[src/rtl/vga_sync_gen.sv]
// VGA raster timing generator: nested x/y counters advanced by pix_en, with registered sync/de/strobe decode.
// Optional colour-bar test pattern on rgb when VGA_TEST_PATTERN_EN is defined.
module vga_sync_gen #(
   parameter int   H_ACTIVE = 640,
   parameter int   H_FP     = 16,
   parameter int   H_SYNC   = 96,
   parameter int   H_BP     = 48,
   parameter int   V_ACTIVE = 480,
   parameter int   V_FP     = 10,
   parameter int   V_SYNC   = 2,
   parameter int   V_BP     = 33,
   parameter logic HS_POL   = 1'b0,
   parameter logic VS_POL   = 1'b0,
   parameter int   CNT_W    = 10
) (
   input  logic             clk,
   input  logic             rst_n,
   input  logic             pix_en,
   output logic             hsync,
   output logic             vsync,
   output logic             de,
   output logic [CNT_W-1:0] x,
   output logic [CNT_W-1:0] y,
   output logic             line_start,
   output logic             frame_start
`ifdef VGA_TEST_PATTERN_EN
   ,
   output logic [11:0]      rgb
`endif
);

   localparam int H_TOTAL = H_ACTIVE + H_FP + H_SYNC + H_BP;
   localparam int V_TOTAL = V_ACTIVE + V_FP + V_SYNC + V_BP;

   localparam logic [CNT_W-1:0] H_LAST   = CNT_W'(H_TOTAL - 1);
   localparam logic [CNT_W-1:0] V_LAST   = CNT_W'(V_TOTAL - 1);
   localparam logic [CNT_W-1:0] H_VIS    = CNT_W'(H_ACTIVE);
   localparam logic [CNT_W-1:0] V_VIS    = CNT_W'(V_ACTIVE);
   localparam logic [CNT_W-1:0] HS_START = CNT_W'(H_ACTIVE + H_FP);
   localparam logic [CNT_W-1:0] HS_END   = CNT_W'(H_ACTIVE + H_FP + H_SYNC);
   localparam logic [CNT_W-1:0] VS_START = CNT_W'(V_ACTIVE + V_FP);
   localparam logic [CNT_W-1:0] VS_END   = CNT_W'(V_ACTIVE + V_FP + V_SYNC);

   logic [CNT_W-1:0] x_nxt;
   logic [CNT_W-1:0] y_nxt;
   logic             line_end;
   logic             frame_end;
   logic             de_nxt;
   logic             hs_act;
   logic             vs_act;

   // Decode is done on the next position so the registered outputs line up with x/y.
   always_comb begin
      line_end  = (x == H_LAST);
      frame_end = line_end && (y == V_LAST);
      x_nxt     = x + CNT_W'(1);
      y_nxt     = y;
      if (line_end) begin
         x_nxt = '0;
         y_nxt = (y == V_LAST) ? '0 : y + CNT_W'(1);
      end
      de_nxt = (x_nxt < H_VIS) && (y_nxt < V_VIS);
      hs_act = (x_nxt >= HS_START) && (x_nxt < HS_END);
      vs_act = (y_nxt >= VS_START) && (y_nxt < VS_END);
   end

   always_ff @(posedge clk or negedge rst_n) begin
      if (!rst_n) begin
         x           <= H_LAST;
         y           <= V_LAST;
         de          <= 1'b0;
         hsync       <= ~HS_POL;
         vsync       <= ~VS_POL;
         line_start  <= 1'b0;
         frame_start <= 1'b0;
      end else begin
         line_start  <= pix_en && line_end;
         frame_start <= pix_en && frame_end;
         if (pix_en) begin
            x     <= x_nxt;
            y     <= y_nxt;
            de    <= de_nxt;
            hsync <= hs_act ? HS_POL : ~HS_POL;
            vsync <= vs_act ? VS_POL : ~VS_POL;
         end
      end
   end

`ifdef VGA_TEST_PATTERN_EN
   localparam logic [CNT_W-1:0] BAR_W = CNT_W'(H_ACTIVE / 8);

   logic [CNT_W-1:0] bar_idx;
   logic [11:0]      bar_rgb;

   // Eight equal-width bars: white, yellow, cyan, green, magenta, red, blue, black.
   always_comb begin
      bar_idx = x_nxt / BAR_W;
      case (bar_idx)
         CNT_W'(0): bar_rgb = 12'hFFF;
         CNT_W'(1): bar_rgb = 12'hFF0;
         CNT_W'(2): bar_rgb = 12'h0FF;
         CNT_W'(3): bar_rgb = 12'h0F0;
         CNT_W'(4): bar_rgb = 12'hF0F;
         CNT_W'(5): bar_rgb = 12'hF00;
         CNT_W'(6): bar_rgb = 12'h00F;
         default:   bar_rgb = 12'h000;
      endcase
   end

   always_ff @(posedge clk or negedge rst_n) begin
      if (!rst_n) begin
         rgb <= 12'h000;
      end else if (pix_en) begin
         rgb <= de_nxt ? bar_rgb : 12'h000;
      end
   end
`endif

endmodule
[config.mk]
export PLATFORM = sky130hd
export DESIGN_NAME = vga_sync_gen
export DESIGN_NICKNAME = d
export VERILOG_FILES = /design/src/rtl/vga_sync_gen.sv
export SDC_FILE = /design/constraint.sdc
export NUM_CORES = 1
export LEC_CHECK = 0
export BUFFER_PORTS_ARGS = -buffer_cell sky130_fd_sc_hd__buf_2
export CORE_MARGIN = 5
export CORE_UTILIZATION = 50
export DETAILED_ROUTE_END_ITERATION = 10
export PLACE_DENSITY = 0.75
export REMOVE_ABC_BUFFERS = 1
export SYNTH_ARGS = -nofsm -noshare
export SYNTH_HDL_FRONTEND = slang
export SYNTH_SLANG_ARGS = --single-unit
[constraint.sdc]
create_clock -name clk -period 4.5 [get_ports clk]
set_input_delay 0.9 -clock clk [delete_from_list [all_inputs] [get_ports clk]]
set_output_delay 0.9 -clock clk [all_outputs]
set_load 0.1 [all_outputs]
==> impl_summary.md <==
Pwr
The combinational power share is between 40% and 50%. Summed over all cells, the static leakage comes to 0.738 nW. The worst IR drop on VDD is between 0.00015 and 0.0002 V. The power spent charging and discharging nets is between 400 and 500 uW. The clock network is responsible for between 10 and 15% of the overall power. Sequential cells burn 42.8% of the power. The internal portion of total power is 372 uW. The switching part of the total power is between 50% and 60%. Power spread over the standard cell area amounts to 451 nW/um^2.

Place
The half-perimeter wire length of the detailed placement result is 2910 um. The post-placement cell count is roughly 230. The weighted congestion at the end of routability-driven global placement is slightly above 0.9. During placement, the flow inserted port buffers numbering 27.

Flow run
The number of maximum-capacitance violations is 0.

Detailed routing
The via count of the routed design is about 1400. The routed wirelength normalized by instance count is between 15 and 20 um. The routed via count divided by cell count is 6.06. Wires add up to ~3900 um. The number of routed nets with antenna violations is 0. The number of optimization iterations in the first detailed-route pass is 4. The number of violations reported at the end of detailed-routing iteration 0 is slightly below 100. For this run, design rule violations remaining after detail routing come to 0.

Floorplan
The overall die area is between 4000 and 5000 sq um. The standard-cell row count is 20. The die is between 60 and 70 um tall. In this run the horizontal extent of the chip is around 67 um. The core region is ~3100 sq um.

Once the floorplan was initialized, standard cells occupied between 50% and 60% of the core. The number of top-level design ports is 28.

Clocking
The clock root buffer is sky130_fd_sc_hd__clkbuf_4. The buffers inserted during post-CTS setup optimization is 0. The number of gates resized after cts is 0.

The TritonCTS clock tree is done. The largest buffer count on any clock path is 2. TritonCTS created 3 clock buffers. The tree built by TritonCTS fans out to 25 sinks.

The clock latency on the worst-skew pair is 0.32 ns. CTS built an H-tree with a depth of 1. After clock tree synthesis, the clock-pin slew on the worst setup and hold paths is approximately 0.13 ns.

The post-cts hold buffer count is 0.

Worst setup path
The register-to-register path setup slack is 2.14 ns. The library cell contributing the largest single delay on the critical path is sky130_fd_sc_hd__dfstp_2. Walking the worst path, the cells encountered are ha_1 > and4_1 > nand3_1 > nor4_1 > o221ai_1 > a32o_1. In this run the worst path has a maximum fanout of 8. The largest single stage delay on the critical path is roughly 0.6 ns. The kind of capture point of the worst setup path is a flip-flop.

The combined buffer and inverter count along the critical path is 0. The critical path is of the flip-flop to flip-flop type. STA classifies the critical path startpoint as a flip-flop. The critical path's top delay family is simple AND/OR/NAND/NOR gates. The data arrival at the endpoint of the critical path is between 2 and 3 ns. The required time at the endpoint of the critical path is between 4 and 5 ns.

Timing
The number of endpoints with negative hold slack in the final report is 0. The post-route setup TNS is 0 ns. In this run the tightest slew margin relative to its limit is ~63%. The worst clock skew is just over 0.006 ns. The fmax is about 0.42 GHz. For the finished layout, the period the worst path requires is roughly 2.4 ns. The worst hold margin is around 0.51 ns. The setup violation total in the final timing report is 0. The share of the clock period used by the worst path after layout is between 50% and 60%. Setup repair after global routing left no endpoint under its margin. The number of pins exceeding their max-slew limit in the final report is 0. At the pin with the least slew margin, the transition time is roughly 0.55 ns.

Logic synthesis
The synthesized netlist contains between 50 and 60 unique library cells. The mapped netlist covers approximately 1600 sq um. The flip-flop cell with the highest count after synthesis is sky130_fd_sc_hd__dfrtp_1. The library cell occupying the most area in the post-synthesis netlist is sky130_fd_sc_hd__dfrtp_1. In the synthesized netlist the async set-or-reset flop fraction comes to 100%. The count of warnings emitted by yosys is 0. The most common cell in the netlist is sky130_fd_sc_hd__nand2_1.

The synthesized design contains 0 enable-type register cells. Ranked by total cell area, the synthesized netlist is headed by sky130_fd_sc_hd__dfrtp_1 (20%), sky130_fd_sc_hd__dfstp_2 (20%), sky130_fd_sc_hd__xnor2_1 (4.9%). The proportion of synthesized chip area in sequential cells is ~40%. The commonest cells after synthesis are sky130_fd_sc_hd__nand2_1 (14), sky130_fd_sc_hd__dfrtp_1 (13), sky130_fd_sc_hd__nand3_1 (13), sky130_fd_sc_hd__o21ai_0 (13), sky130_fd_sc_hd__dfstp_2 (12).

The mean area per synthesized cell is ~9.2 sq um. Synthesis inferred 25 register bits. The area share of the leading cell type in the synthesized netlist is a little over 20%.

Synthesis produced approximately 180 cells.

Layout
The share of post-route cells with drive strength above 1 is about a quarter. The growth of design area from synthesis to finish is 8.01%. The core utilization of the finished layout is between 50% and 60%. After filler insertion, the fill cell instance count of the layout stands at ~300. The total inserted antenna cells is 0. The net count reported at finish is 200. The count of non-filler cells in the finished layout is ~240.

GRT
In the global route stage, overall resource usage came out at between 10% and 20%. The initial antenna violation count is 0. The pin count of the biggest net entering global routing is 26.

The residual overflow from global routing is 0. The first global-routing pass estimated 6760 um of wire. The via count of the first global-routing pass was around 1500.

Hold path
The min-delay analysis places its worst path in the category flip-flop to flip-flop.

Outcome
The run finished with clean final reports.
worst register-to-register path: cells and delay by family, from the launching register on:
family	cells	cell delay [ns]
AND/OR/NAND/NOR	3	1.00
AO/OA/AOI/OAI	2	0.41
flip-flops	1	0.60
adder cells (fa/ha/maj)	1	0.26
through the flow:
stage	area, sq um	power (mW)	setup slack (ns)
2_1_floorplan	1520	0.623	1.88
3_3_place_gp	1710	0.678	2.29
3_5_place_dp	1710	0.689	2.20
4_1_cts	1740	0.788	2.14
5_1_grt	1740	0.823	1.92
6_report	1740	0.783	2.14
sequential cells by signal, summed over array words and instances, names as in the netlist:
register	flops
x	10
y	10
de	1
frame_start	1
hsync	1
line_start	1
vsync	1
kinds of logic (layout without fill, tap and decap cells):
kind of cell	after synthesis	in the layout	synth area share [%]
flip-flops	25	25	39.8
multiplexers	2	2	1.32
AO/OA/AOI/OAI	43	43	18.5
AND/OR/NAND/NOR	71	71	24.9
XOR/XNOR	11	11	5.99
buffers and inverters	20	38	7.15
adder cells (fa/ha/maj)	3	3	2.33
final timing paths:
path	startpoint	end	cells past startpoint
hold / removal	de	de	1
setup / recovery	x[0]	de	6
min in group asynchronous	rst_n	x[7]	1
max in group asynchronous	rst_n	y[3]	1
setup reg to reg	x[0]	de	6
hold reg to reg	de	de	1
layout by cell type, fill, tap and decap left out, types with 5 or more instances in the layout:
master,instances
sky130_fd_sc_hd__inv_1,7
sky130_fd_sc_hd__xnor2_1,9
sky130_fd_sc_hd__nand3_1,13
sky130_fd_sc_hd__nand4_1,7
sky130_fd_sc_hd__buf_2,27
sky130_fd_sc_hd__nand2_1,14
sky130_fd_sc_hd__a21oi_1,5
sky130_fd_sc_hd__nor3_1,9
sky130_fd_sc_hd__o21ai_0,13
sky130_fd_sc_hd__dfstp_2,12
sky130_fd_sc_hd__nor2_1,7
sky130_fd_sc_hd__dfrtp_1,13
cell type report:
class | count | area, sq um | area share [%]
Multi-Input combinational cell | 130 | 853 | 49.1
Clock inverter | 1 | 5.00 | 0.288
Inverter | 7 | 26.3 | 1.51
Timing Repair Buffer | 27 | 135 | 7.78
Sequential cell | 25 | 641 | 36.9
Clock buffer | 3 | 22.5 | 1.30
Tap cell | 44 | 55.1 | 3.17
power groups by stage:
stage	Clock [mW]	Sequential (mW)	Combinational, mW
global placement	0	0.334	0.345
floorplan	0	0.548	0.0755
detailed placement	0	0.337	0.352
finish	0.0985	0.335	0.349
global route	0.113	0.343	0.367
CTS	0.103	0.333	0.352
metal layers:
metal | track usage, % | vias up | share of wire, %
met5 | 0 | - | 0
met4 | 8.12 | 0 | 1.4
met3 | 2.87 | 6 | 6.0
met2 | 35.5 | 66 | 52
met1 | 23.1 | 678 | 41
li1 | - | 686 | -
Power figures use the tool's default switching activity.
